<file path="src/rtl/dmem_arbiter_if.sv">
// Request/response and memory-side bundle shared by the arbiter and the two requesters.
// The slave view belongs to the arbiter; the master view drives requests and models the memory.
interface dmem_arbiter_if #(
  parameter int AW = 32,
  parameter int DW = 32
);
  logic          req0_valid;
  logic          req0_ready;
  logic [AW-1:0] req0_addr;
  logic [DW-1:0] req0_wdata;
  logic          req0_we;
  logic          rsp0_valid;
  logic [DW-1:0] rsp0_rdata;

  logic          req1_valid;
  logic          req1_ready;
  logic [AW-1:0] req1_addr;
  logic [DW-1:0] req1_wdata;
  logic          req1_we;
  logic          rsp1_valid;
  logic [DW-1:0] rsp1_rdata;

  logic [AW-1:0] mem_addr;
  logic [DW-1:0] mem_wdata;
  logic          mem_we;
  logic [DW-1:0] mem_rdata;

  modport slave (
    input  req0_valid, req0_addr, req0_wdata, req0_we,
    output req0_ready, rsp0_valid, rsp0_rdata,
    input  req1_valid, req1_addr, req1_wdata, req1_we,
    output req1_ready, rsp1_valid, rsp1_rdata,
    output mem_addr, mem_wdata, mem_we,
    input  mem_rdata
  );

  modport master (
    output req0_valid, req0_addr, req0_wdata, req0_we,
    input  req0_ready, rsp0_valid, rsp0_rdata,
    output req1_valid, req1_addr, req1_wdata, req1_we,
    input  req1_ready, rsp1_valid, rsp1_rdata,
    input  mem_addr, mem_wdata, mem_we,
    output mem_rdata
  );
endinterface

</file>
<file path="src/rtl/dmem_arbiter.sv">
// Round-robin two-port arbiter for a single-port data memory, one transaction in flight.
// Response pulse LAT+1 cycles after handshake; both readies are withheld until the response cycle has passed.
module dmem_arbiter #(
  parameter int AW  = 32,
  parameter int DW  = 32,
  parameter int LAT = 1
) (
  input logic           clk,
  input logic           rst_n,
  dmem_arbiter_if.slave bus
);
  localparam int            CW    = $clog2(LAT + 2);
  localparam logic [CW-1:0] LAT_C = CW'(LAT);

  typedef enum logic [1:0] {ST_IDLE, ST_ACCESS, ST_WAIT, ST_RESP} state_t;

  state_t        state_q;
  logic          last_grant_q;
  logic          port_q;
  logic          we_q;
  logic [CW-1:0] cnt_q;
  logic [AW-1:0] mem_addr_q;
  logic [DW-1:0] mem_wdata_q;
  logic          mem_we_q;
  logic          rsp0_valid_q;
  logic          rsp1_valid_q;
  logic [DW-1:0] rsp0_rdata_q;
  logic [DW-1:0] rsp1_rdata_q;

  logic          win0;
  logic          win1;
  logic          grant;
  logic          to_resp;
  logic [DW-1:0] rdata_d;

  // A tie goes to the port that did not win last time; ready is gated by rst_n so reset forces it low.
  assign win0    = bus.req0_valid && (!bus.req1_valid || last_grant_q);
  assign win1    = bus.req1_valid && (!bus.req0_valid || !last_grant_q);
  assign grant   = rst_n && (state_q == ST_IDLE) && (win0 || win1);
  assign to_resp = ((state_q == ST_ACCESS) && (LAT == 1)) ||
                   ((state_q == ST_WAIT) && (cnt_q == LAT_C));
  assign rdata_d = we_q ? '0 : bus.mem_rdata;

  assign bus.req0_ready = grant && win0;
  assign bus.req1_ready = grant && win1;
  assign bus.rsp0_valid = rsp0_valid_q;
  assign bus.rsp1_valid = rsp1_valid_q;
  assign bus.rsp0_rdata = rsp0_rdata_q;
  assign bus.rsp1_rdata = rsp1_rdata_q;
  assign bus.mem_addr   = mem_addr_q;
  assign bus.mem_wdata  = mem_wdata_q;
  assign bus.mem_we     = mem_we_q;

  always_ff @(posedge clk or negedge rst_n) begin
    if (!rst_n) begin
      state_q      <= ST_IDLE;
      last_grant_q <= 1'b1;
      port_q       <= 1'b0;
      we_q         <= 1'b0;
      cnt_q        <= '0;
      mem_addr_q   <= '0;
      mem_wdata_q  <= '0;
      mem_we_q     <= 1'b0;
      rsp0_valid_q <= 1'b0;
      rsp1_valid_q <= 1'b0;
      rsp0_rdata_q <= '0;
      rsp1_rdata_q <= '0;
    end else begin
      mem_we_q     <= 1'b0;
      rsp0_valid_q <= 1'b0;
      rsp1_valid_q <= 1'b0;
      case (state_q)
        ST_IDLE: begin
          if (grant) begin
            // The memory-side registers double as the request latch.
            port_q       <= win1;
            last_grant_q <= win1;
            we_q         <= win1 ? bus.req1_we    : bus.req0_we;
            mem_addr_q   <= win1 ? bus.req1_addr  : bus.req0_addr;
            mem_wdata_q  <= win1 ? bus.req1_wdata : bus.req0_wdata;
            mem_we_q     <= win1 ? bus.req1_we    : bus.req0_we;
            cnt_q        <= CW'(1);
            state_q      <= ST_ACCESS;
          end
        end
        ST_ACCESS, ST_WAIT: begin
          cnt_q <= cnt_q + CW'(1);
          if (to_resp) begin
            state_q <= ST_RESP;
            if (port_q) begin
              rsp1_valid_q <= 1'b1;
              rsp1_rdata_q <= rdata_d;
            end else begin
              rsp0_valid_q <= 1'b1;
              rsp0_rdata_q <= rdata_d;
            end
          end else begin
            state_q <= ST_WAIT;
          end
        end
        ST_RESP: state_q <= ST_IDLE;
        default: state_q <= ST_IDLE;
      endcase
    end
  end
endmodule
</file>
<file path="src/flat_wrapper.sv">
// flat-port wrapper written by rule: the top's interface ports become plain ports
module dmem_arbiter_flat 
#(
  parameter int AW  = 32,
  parameter int DW  = 32,
  parameter int LAT = 1
)
  (clk, rst_n, bus_req0_valid, bus_req0_addr, bus_req0_wdata, bus_req0_we, bus_req0_ready, bus_rsp0_valid, bus_rsp0_rdata, bus_req1_valid, bus_req1_addr, bus_req1_wdata, bus_req1_we, bus_req1_ready, bus_rsp1_valid, bus_rsp1_rdata, bus_mem_addr, bus_mem_wdata, bus_mem_we, bus_mem_rdata);
  dmem_arbiter_if #(.AW(AW), .DW(DW)) bus_i ();
  input logic clk;
  input logic rst_n;
  input wire logic [$bits(bus_i.req0_valid)-1:0] bus_req0_valid;
  input wire logic [$bits(bus_i.req0_addr)-1:0] bus_req0_addr;
  input wire logic [$bits(bus_i.req0_wdata)-1:0] bus_req0_wdata;
  input wire logic [$bits(bus_i.req0_we)-1:0] bus_req0_we;
  output wire logic [$bits(bus_i.req0_ready)-1:0] bus_req0_ready;
  output wire logic [$bits(bus_i.rsp0_valid)-1:0] bus_rsp0_valid;
  output wire logic [$bits(bus_i.rsp0_rdata)-1:0] bus_rsp0_rdata;
  input wire logic [$bits(bus_i.req1_valid)-1:0] bus_req1_valid;
  input wire logic [$bits(bus_i.req1_addr)-1:0] bus_req1_addr;
  input wire logic [$bits(bus_i.req1_wdata)-1:0] bus_req1_wdata;
  input wire logic [$bits(bus_i.req1_we)-1:0] bus_req1_we;
  output wire logic [$bits(bus_i.req1_ready)-1:0] bus_req1_ready;
  output wire logic [$bits(bus_i.rsp1_valid)-1:0] bus_rsp1_valid;
  output wire logic [$bits(bus_i.rsp1_rdata)-1:0] bus_rsp1_rdata;
  output wire logic [$bits(bus_i.mem_addr)-1:0] bus_mem_addr;
  output wire logic [$bits(bus_i.mem_wdata)-1:0] bus_mem_wdata;
  output wire logic [$bits(bus_i.mem_we)-1:0] bus_mem_we;
  input wire logic [$bits(bus_i.mem_rdata)-1:0] bus_mem_rdata;
  assign bus_i.req0_valid = bus_req0_valid;
  assign bus_i.req0_addr = bus_req0_addr;
  assign bus_i.req0_wdata = bus_req0_wdata;
  assign bus_i.req0_we = bus_req0_we;
  assign bus_req0_ready = bus_i.req0_ready;
  assign bus_rsp0_valid = bus_i.rsp0_valid;
  assign bus_rsp0_rdata = bus_i.rsp0_rdata;
  assign bus_i.req1_valid = bus_req1_valid;
  assign bus_i.req1_addr = bus_req1_addr;
  assign bus_i.req1_wdata = bus_req1_wdata;
  assign bus_i.req1_we = bus_req1_we;
  assign bus_req1_ready = bus_i.req1_ready;
  assign bus_rsp1_valid = bus_i.rsp1_valid;
  assign bus_rsp1_rdata = bus_i.rsp1_rdata;
  assign bus_mem_addr = bus_i.mem_addr;
  assign bus_mem_wdata = bus_i.mem_wdata;
  assign bus_mem_we = bus_i.mem_we;
  assign bus_i.mem_rdata = bus_mem_rdata;
  dmem_arbiter #(.AW(AW), .DW(DW), .LAT(LAT)) u_core (.clk(clk), .rst_n(rst_n), .bus(bus_i));
endmodule
</file>
<file path="config.mk">
export PLATFORM = sky130hd
export DESIGN_NAME = dmem_arbiter_flat
export DESIGN_NICKNAME = d
export VERILOG_FILES = /design/src/rtl/dmem_arbiter_if.sv /design/src/rtl/dmem_arbiter.sv /design/src/flat_wrapper.sv
export SDC_FILE = /design/constraint.sdc
export NUM_CORES = 1
export LEC_CHECK = 0
export BUFFER_PORTS_ARGS = -buffer_cell sky130_fd_sc_hd__buf_4
export CAP_MARGIN = 10
export CORE_ASPECT_RATIO = 0.9
export CORE_MARGIN = 2
export CORE_UTILIZATION = 50
export DETAILED_ROUTE_END_ITERATION = 12
export PLACE_DENSITY = 0.95
export SETUP_SLACK_MARGIN = 0.02
export SYNTH_ARGS = -nofsm -noshare
export SYNTH_HDL_FRONTEND = slang
export SYNTH_SLANG_ARGS = --single-unit
</file>
<file path="constraint.sdc">
create_clock -name clk -period 3.1 [get_ports clk]
set_clock_uncertainty 0.05 [all_clocks]
set_input_delay 0.775 -clock clk [delete_from_list [all_inputs] [get_ports clk]]
set_output_delay 0.775 -clock clk [all_outputs]
set_load 0.005 [all_outputs]
</file>
==> results of run 1 <==
==> synth_stat cells (all sizes together) <==
library cell	n
dfrtp	137
nand2	67
o21ai	67
mux2i	65
mux2	64
nor2b	33
buf	24
clkbuf	10
ha	5
inv	4
a21o	2
a21oi	2
a31oi	2
nor2	2
nor3	2
a21bo	1
a41oi	1
and2	1
and3	1
and3b	1
dfstp	1
o211a	1
o211ai	1
o32ai	1
==> logic make-up after synthesis <==
group / count (synthesis) / share of synthesized area, %
buffers and inverters: 38 / 4.65
AND/OR/NAND/NOR: 107 / 8.10
adder cells (fa/ha/maj): 5 / 1.02
multiplexers: 129 / 23.4
AO/OA/AOI/OAI: 78 / 6.78
flip-flops: 138 / 56.0
==> cell usage in the layout (no fill, tap or decap), types with 5 or more instances in the layout <==
cell type	count
sky130_fd_sc_hd__mux2_4	19
sky130_fd_sc_hd__bufinv_16	7
sky130_fd_sc_hd__nor2b_1	33
sky130_fd_sc_hd__nand2_1	67
sky130_fd_sc_hd__o21ai_0	62
sky130_fd_sc_hd__clkbuf_16	17
sky130_fd_sc_hd__dfrtp_1	137
sky130_fd_sc_hd__buf_4	304
sky130_fd_sc_hd__ha_1	5
sky130_fd_sc_hd__mux2_2	41
sky130_fd_sc_hd__mux2i_1	65
sky130_fd_sc_hd__o21ai_1	5
==> routing by layer <==
metal	routed length, um	up-vias	track usage (%)
li1	-	2292	-
met1	6390	2423	27.7
met2	9340	203	47.7
met3	1590	35	10.6
met4	477	0	11.2
met5	0	-	0
==> power groups by stage <==
stage / registers [mW] / logic (mW) / clock network (mW)
floorplan: 3.10 / 1.72 / 0
global placement: 3.11 / 3.21 / 0
detailed placement: 3.17 / 3.41 / 0
CTS: 3.17 / 3.45 / 2.41
global route: 3.26 / 3.71 / 2.50
finish: 3.17 / 3.41 / 2.38
==> per-stage QoR <==
stage	util (%)	hold WS, ns	std cells
global placement	69.9	0.414	927
floorplan	-	0.406	495
CTS	75.7	0.0981	959
global route	75.7	0.0983	959
finish	75.7	0.116	959
detailed placement	69.9	0.423	927
==> state kept, by name, summed over array words and instances (netlist names) <==
register / cells
u_core.bus.mem_addr: 32
u_core.bus.mem_wdata: 32
u_core.bus.mem_we: 1
u_core.bus.rsp0_rdata: 32
u_core.bus.rsp0_valid: 1
u_core.bus.rsp1_rdata: 32
u_core.bus.rsp1_valid: 1
u_core.cnt_q: 2
u_core.last_grant_q: 1
u_core.port_q: 1
u_core.state_q: 2
u_core.we_q: 1
==> worst register-to-register path, cell delays in order, from the launching register on <==
cell	delay [ns]
sky130_fd_sc_hd__dfrtp_1	0.38
sky130_fd_sc_hd__inv_1	0.09
sky130_fd_sc_hd__ha_1	0.37
sky130_fd_sc_hd__and3b_2	0.19
sky130_fd_sc_hd__buf_4	0.46
sky130_fd_sc_hd__mux2_2	0.43
==> worst min path at each step <==
| stage | from | to | slack [ns] | cells after the start |
|---|---|---|---|---|
| 6_report | rst_n | u_core.state_q[1] | 0.12 | 1 |
| 5_1_grt | rst_n | u_core.state_q[0] | 0.1 | 1 |
| 4_1_cts | rst_n | u_core.cnt_q[0] | 0.1 | 1 |
| 3_5_place_dp | u_core.bus.mem_wdata[1] | u_core.bus.mem_wdata[1] | 0.42 | 2 |
| 3_3_place_gp | u_core.bus.mem_wdata[12] | u_core.bus.mem_wdata[12] | 0.41 | 2 |
| 2_1_floorplan | u_core.port_q | u_core.port_q | 0.41 | 1 |
==> cell type report <==
cell class,count,area share (%)
clock inverter,15,2.98
clock buffer,17,4.67
sequential,138,37.9
inverter,4,0.165
tap,160,2.20
multi-input combinational,319,26.7
timing repair buffer,306,25.4
==> results.md, run 1 <==
* Post-place setup slack at 0.777 ns
* Power per unit of standard cell area at 983 nW/um2
* Minimum setup slack in the final design at roughly 0.47 ns
* Number of nets with antenna violations after detailed routing at 0
* Area of combinational cells with multiple inputs at 2430 um2
* Capturing element of the worst setup path: bus_req0_ready
* Antenna fix cells at 0
* Crit path launch type: flip-flop
* Switching component of the power at around 2.8 mW
* Transition at the pin with the smallest max-transition slack at between 1 and 1.5 ns
* Reported leakage power at between 4 and 5 nW
* Required arrival time at the worst endpoint at approximately 2.3 ns
* Register cell area after layout at between 3000 and 4000 um2
* Yosys top cell by area: sky130_fd_sc_hd__dfrtp_1
* Overall Global Routing Usage at approximately a quarter
* Yosys warnings at 0
* Worst IR Drop VDD at ~0.00055 V
* Total Die Area at roughly 13000 um2
* Pin count of the biggest net entering global routing at ~100
* Cells taking the most area after synthesis: sky130_fd_sc_hd__dfrtp_1 (56%), sky130_fd_sc_hd__mux2i_1 (11%), sky130_fd_sc_hd__mux2_2 (7.5%), sky130_fd_sc_hd__o21ai_0 (5.0%), sky130_fd_sc_hd__mux2_4 (4.6%)
* Clock group share of total power at a little over a quarter
* Portion of synthesized cell area occupied by the leading cell type at a little under three fifths
* Via count at 4953
* Clock latency of the later-clocked register in the worst-skew pair at between 0.4 and 0.5 ns
* Vias per inst at a little over 5
* Area post-placement at between 8000 and 9000 um2
* Detailed-route wire length at approximately 18000 um
* Part of the cycle the worst path needs at about 85%
* Die Y at about 110 um
* Initial antenna violation count at 0
* CP max-delay cell: sky130_fd_sc_hd__dfrtp_1
* Sequential share of power at 35.4%
* Area of the mapped netlist at around 6000 um2
* Post-synthesis sequential element count at 138
* Filler Cell Count at 719
* Combinational power share at 38.1%
* Fin. max-slew vios at 0
* Overflow after GRT at 0
* CP Class: reg2out
* Num CTS Buffers at 17
* Critical path buffer and inverter count at 2
* Post-layout min period at between 2 and 3 ns
* Final Setup Violations at 0
* Reg-to-reg critical path startpoint: u_core.state_q[0]
* Global-route wire length before repair at roughly 27000 um
* Number of detailed-route iterations in the first pass at 4
* Clock sink count at ~140
* Unique masters post-synth at 32
* Syn_area_per_cell at between 10 and 15 um2
* Number of resized instances in the post-cts repair step at 0
* Clock transition at the registers of the reported paths at about 0.06 ns
* Iteration-0 DRC Markers at 211
* Internal power at about 6.2 mW
* Crit path largest cell delay at approximately 0.40 ns
* Core Box Area at ~12000 um2
* Status: finished, final reports clean
* Number of nets produced by synthesis at roughly 670
* I/O pin count at 299
* Final GP Congestion at about 0.81
* Worst min-delay path category: in2async
* Register-to-register setup slack at 1.00 ns
* WL/cell at 18.6 um
* Setup TNS at 0 ns
* Maximum fanout count along the critical path at 8
* Worst-case reg-to-reg path depth at 5
* Port Buf Inserts at between 200 and 300
* NumNets Final at 957
* Cell-by-cell trace of the critical path: inv_1 -> ha_1 -> o211a_1 -> and2_1 -> buf_4
* Chip Width at ~120 um
* Reg2reg end: u_core.bus.rsp0_rdata[12]
* RSZ-0062 raised after global routing: false
* Endpoint type of the worst setup path: output port
* Hold buffers post-CTS at 0
* Final design area excluding fillers at ~9100 um2
* Fraction of final layout cells with drive strength greater than 1 at about 50%
* Count of max-cap constraint violations at 0
* Data arrival time of the worst path at ~1.8 ns
* Final number of hold-violating endpoints at 0
* Highest attainable clock frequency at 380 MHz
* Buffer depth of the longest clock path at 2
* TritonCTS clock tree: yes
* Max-Slew Margin vs Limit at a little under a quarter
* Final Total Pwr at 8.96 mW
* Source of the critical timing path: u_core.state_q[0]
* Area Overhead vs Synth at 47.8%
* Post-synthesis cell count at between 400 and 500
* Gate family responsible for the most delay along the worst path: flip-flops
* Number of global-route vias before repair at between 5000 and 6000
* # Post-CTS Setup Buffers at 0
* HPWL after detailed placement at between 10000 and 15000 um
* Count of H-tree levels built during CTS at 4
* Switching power as a share of total power at 30.9%
* Std-Cell Rows at 38
* Initial cell density of the core at between 50% and 60%
* Count of unresolved DRC violations after routing at 0
* Root buffer cell: sky130_fd_sc_hd__clkbuf_16
* Sequential element share of the synthesized area at between 50% and 60%
* Logic depth of the worst path, buffers included at 5
No activity file was read; power rests on OpenSTA's default activity.
==> run 2: changes to the inputs <==
CORE_UTILIZATION = 46   (was 50)
PLACE_DENSITY = 0.89   (was 0.95)
clock period = 2.7 ns   (was 3.1 ns; I/O delays follow)
==> run 2 against run 1 <==
Clock power is 5% lower. Combinational power rose by 15%. Non-clock buffer count grew 1. Critical path depth is the same. Worst hold slack lost 0.087 ns. Sequential share of layout area is 0.29 points higher. Final cell count grew 0.94%. Utilization is 7.3 points lower. Sequential power up 13%. Routed wire length down 11%. Worst setup slack got worse by 0.30 ns. Largest power group unchanged.
==> results.md, run 2 (synthesis results as in run 1) <==
* Buffer depth of the longest clock path at 2 (unchanged)
* NumNets Final at 958 (+0.10%)
* Max-Slew Margin vs Limit at 42.0% (+19 points)
* Part of the cycle the worst path needs at a little over 90%
* Post-place setup slack at 0.586 ns (-0.191 ns)
* Overall Global Routing Usage at 22.2% (-4.3 points)
* Worst min-delay path category: in2async
* Antenna fix cells at 0 (unchanged)
* Overflow after GRT at 0 (unchanged)
* Minimum setup slack in the final design at 0.174 ns (-0.295 ns)
* Iteration-0 DRC Markers at 217 (+2.8%)
* CP Class: reg2out
* Number of nets with antenna violations after detailed routing at 0 (unchanged)
* Number of resized instances in the post-cts repair step at 0 (unchanged)
* Final GP Congestion at 0.777 (-3.7%)
* Maximum fanout count along the critical path at 8 (unchanged)
* Die Y at 114 um (+4.1%)
* Clock transition at the registers of the reported paths at 0.06 ns (about the same)
* Post-layout min period at about 2.5 ns
* Initial cell density of the core at 46.6% (-4.6 points)
* Worst IR Drop VDD at 0.000549 V (-0.25%)
* Setup TNS at 0 ns (unchanged)
* Commonest cells after routing, fill and taps aside: sky130_fd_sc_hd__buf_4 (303), sky130_fd_sc_hd__dfrtp_1 (137), sky130_fd_sc_hd__nand2_1 (67)
* Fin. max-slew vios at 0 (unchanged)
* Transition at the pin with the smallest max-transition slack at 0.869 ns (-0.284 ns)
* Data arrival time of the worst path at 1.80 ns (about the same)
* Pin count of the biggest net entering global routing at 72 (-29%)
* Final number of hold-violating endpoints at 0 (unchanged)
* Number of detailed-route iterations in the first pass at 4 (unchanged)
* Area post-placement at 8460 um2 (+0.51%)
* Port Buf Inserts at 298 (unchanged)
* Count of H-tree levels built during CTS at 4 (unchanged)
* Final Total Pwr at 9.78 mW (+9.1%)
* Crit path launch type: flip-flop
* Via count at 4739 (-4.3%)
* Number of global-route vias before repair at 4829 (-8.6%)
* Power per unit of standard cell area at 1080 nW/um2 (+10%)
* Endpoint type of the worst setup path: output port
* Total Die Area at 14300 um2 (+8.4%)
* Most common cell after layout, fill and taps aside: sky130_fd_sc_hd__buf_4
* Root buffer cell: sky130_fd_sc_hd__clkbuf_16
* Initial antenna violation count at 0 (unchanged)
* Vias per inst at 4.90 (-5.2%)
* I/O pin count at 299 (unchanged)
* Worst-case reg-to-reg path depth at 5 (unchanged)
* Num CTS Buffers at 17 (unchanged)
* HPWL after detailed placement at 11600 um (-10%)
* Fraction of final layout cells with drive strength greater than 1 at 50.4% (+0.062 points)
* Core Box Area at 13200 um2 (+9.8%)
* Global-route wire length before repair at 25000 um (-6.4%)
* Chip Width at 126 um (+4.1%)
* Status: finished, final reports clean
* Hold buffers post-CTS at 0 (unchanged)
* Clock latency of the later-clocked register in the worst-skew pair at 0.41 ns (about the same)
* Detailed-route wire length at 15800 um (-11%)
* Final Setup Violations at 0 (unchanged)
* Clock sink count at 138 (unchanged)
* WL/cell at 16.3 um (-12%)
* Std-Cell Rows at 40 (+5.3%)
* RSZ-0062 raised after global routing: false
* Count of unresolved DRC violations after routing at 0 (unchanged)
* TritonCTS clock tree: yes
* Count of max-cap constraint violations at 0 (unchanged)
* Highest attainable clock frequency at between 300 and 400 MHz
* Area Overhead vs Synth at 46.7%
* Reported leakage power at 4.79 nW (-0.83%)
* Final design area excluding fillers at 9040 um2 (-0.76%)
* Required arrival time at the worst endpoint at 1.98 ns (-0.29 ns)
* # Post-CTS Setup Buffers at 0 (unchanged)
-- run 2: area by class of cell --
cell class,instances,area (um2)
inverters,4,15.0
clock buffers,18,439
clock inverters,14,146
multi-input cells,319,2430
flip-flops and latches,138,3450
repair buffers,307,2350
fillers,993,4170
well taps,168,210
-- run 2: metrics by stage --
stage	hold slack (ns)	instances	util [%]
3_3_place_gp	0.413	936	64.0
2_1_floorplan	0.329	495	-
6_report	0.0290	968	68.4
4_1_cts	0.0191	968	68.4
3_5_place_dp	0.421	936	64.0
5_1_grt	0.0159	968	68.4
-- run 2: worst paths after layout --
kind	start	endpoint	slack [ns]
max	u_core.state_q[0]	bus_req0_ready	0.17
min	rst_n	u_core.bus.rsp1_rdata[29]	0.03
max reg2reg	u_core.state_q[0]	u_core.bus.rsp1_rdata[14]	0.69
min reg2reg	u_core.bus.mem_addr[22]	u_core.bus.mem_addr[22]	0.43
max in group asynchronous	rst_n	u_core.bus.mem_wdata[21]	1.48
min in group clk	bus_req0_valid	u_core.last_grant_q	0.42
-- run 2: worst max-delay path, stage by stage (launching register included) --
cell                      delay [ns]
sky130_fd_sc_hd__dfrtp_1        0.40
sky130_fd_sc_hd__inv_1          0.13
sky130_fd_sc_hd__ha_1           0.33
sky130_fd_sc_hd__o211a_1        0.28
sky130_fd_sc_hd__and2_1         0.14
sky130_fd_sc_hd__buf_4          0.12
-- run 2: power by group --
group / leakage (nW) / total [mW] / switching [mW] / internal (mW)
sequential: 1.74 / 3.57 / 0.558 / 3.01
clock: 0.283 / 2.27 / 0.884 / 1.39
combinational: 2.77 / 3.93 / 1.64 / 2.29
-- run 2: layer usage --
layer  track usage (%)  wire length, um  vias up
met4              7.62              254        0
met1              25.5             6030     2232
li1                  -                -     2300
met2              39.4             8260      188
met3              7.22             1210       19
met5                 0                0        -
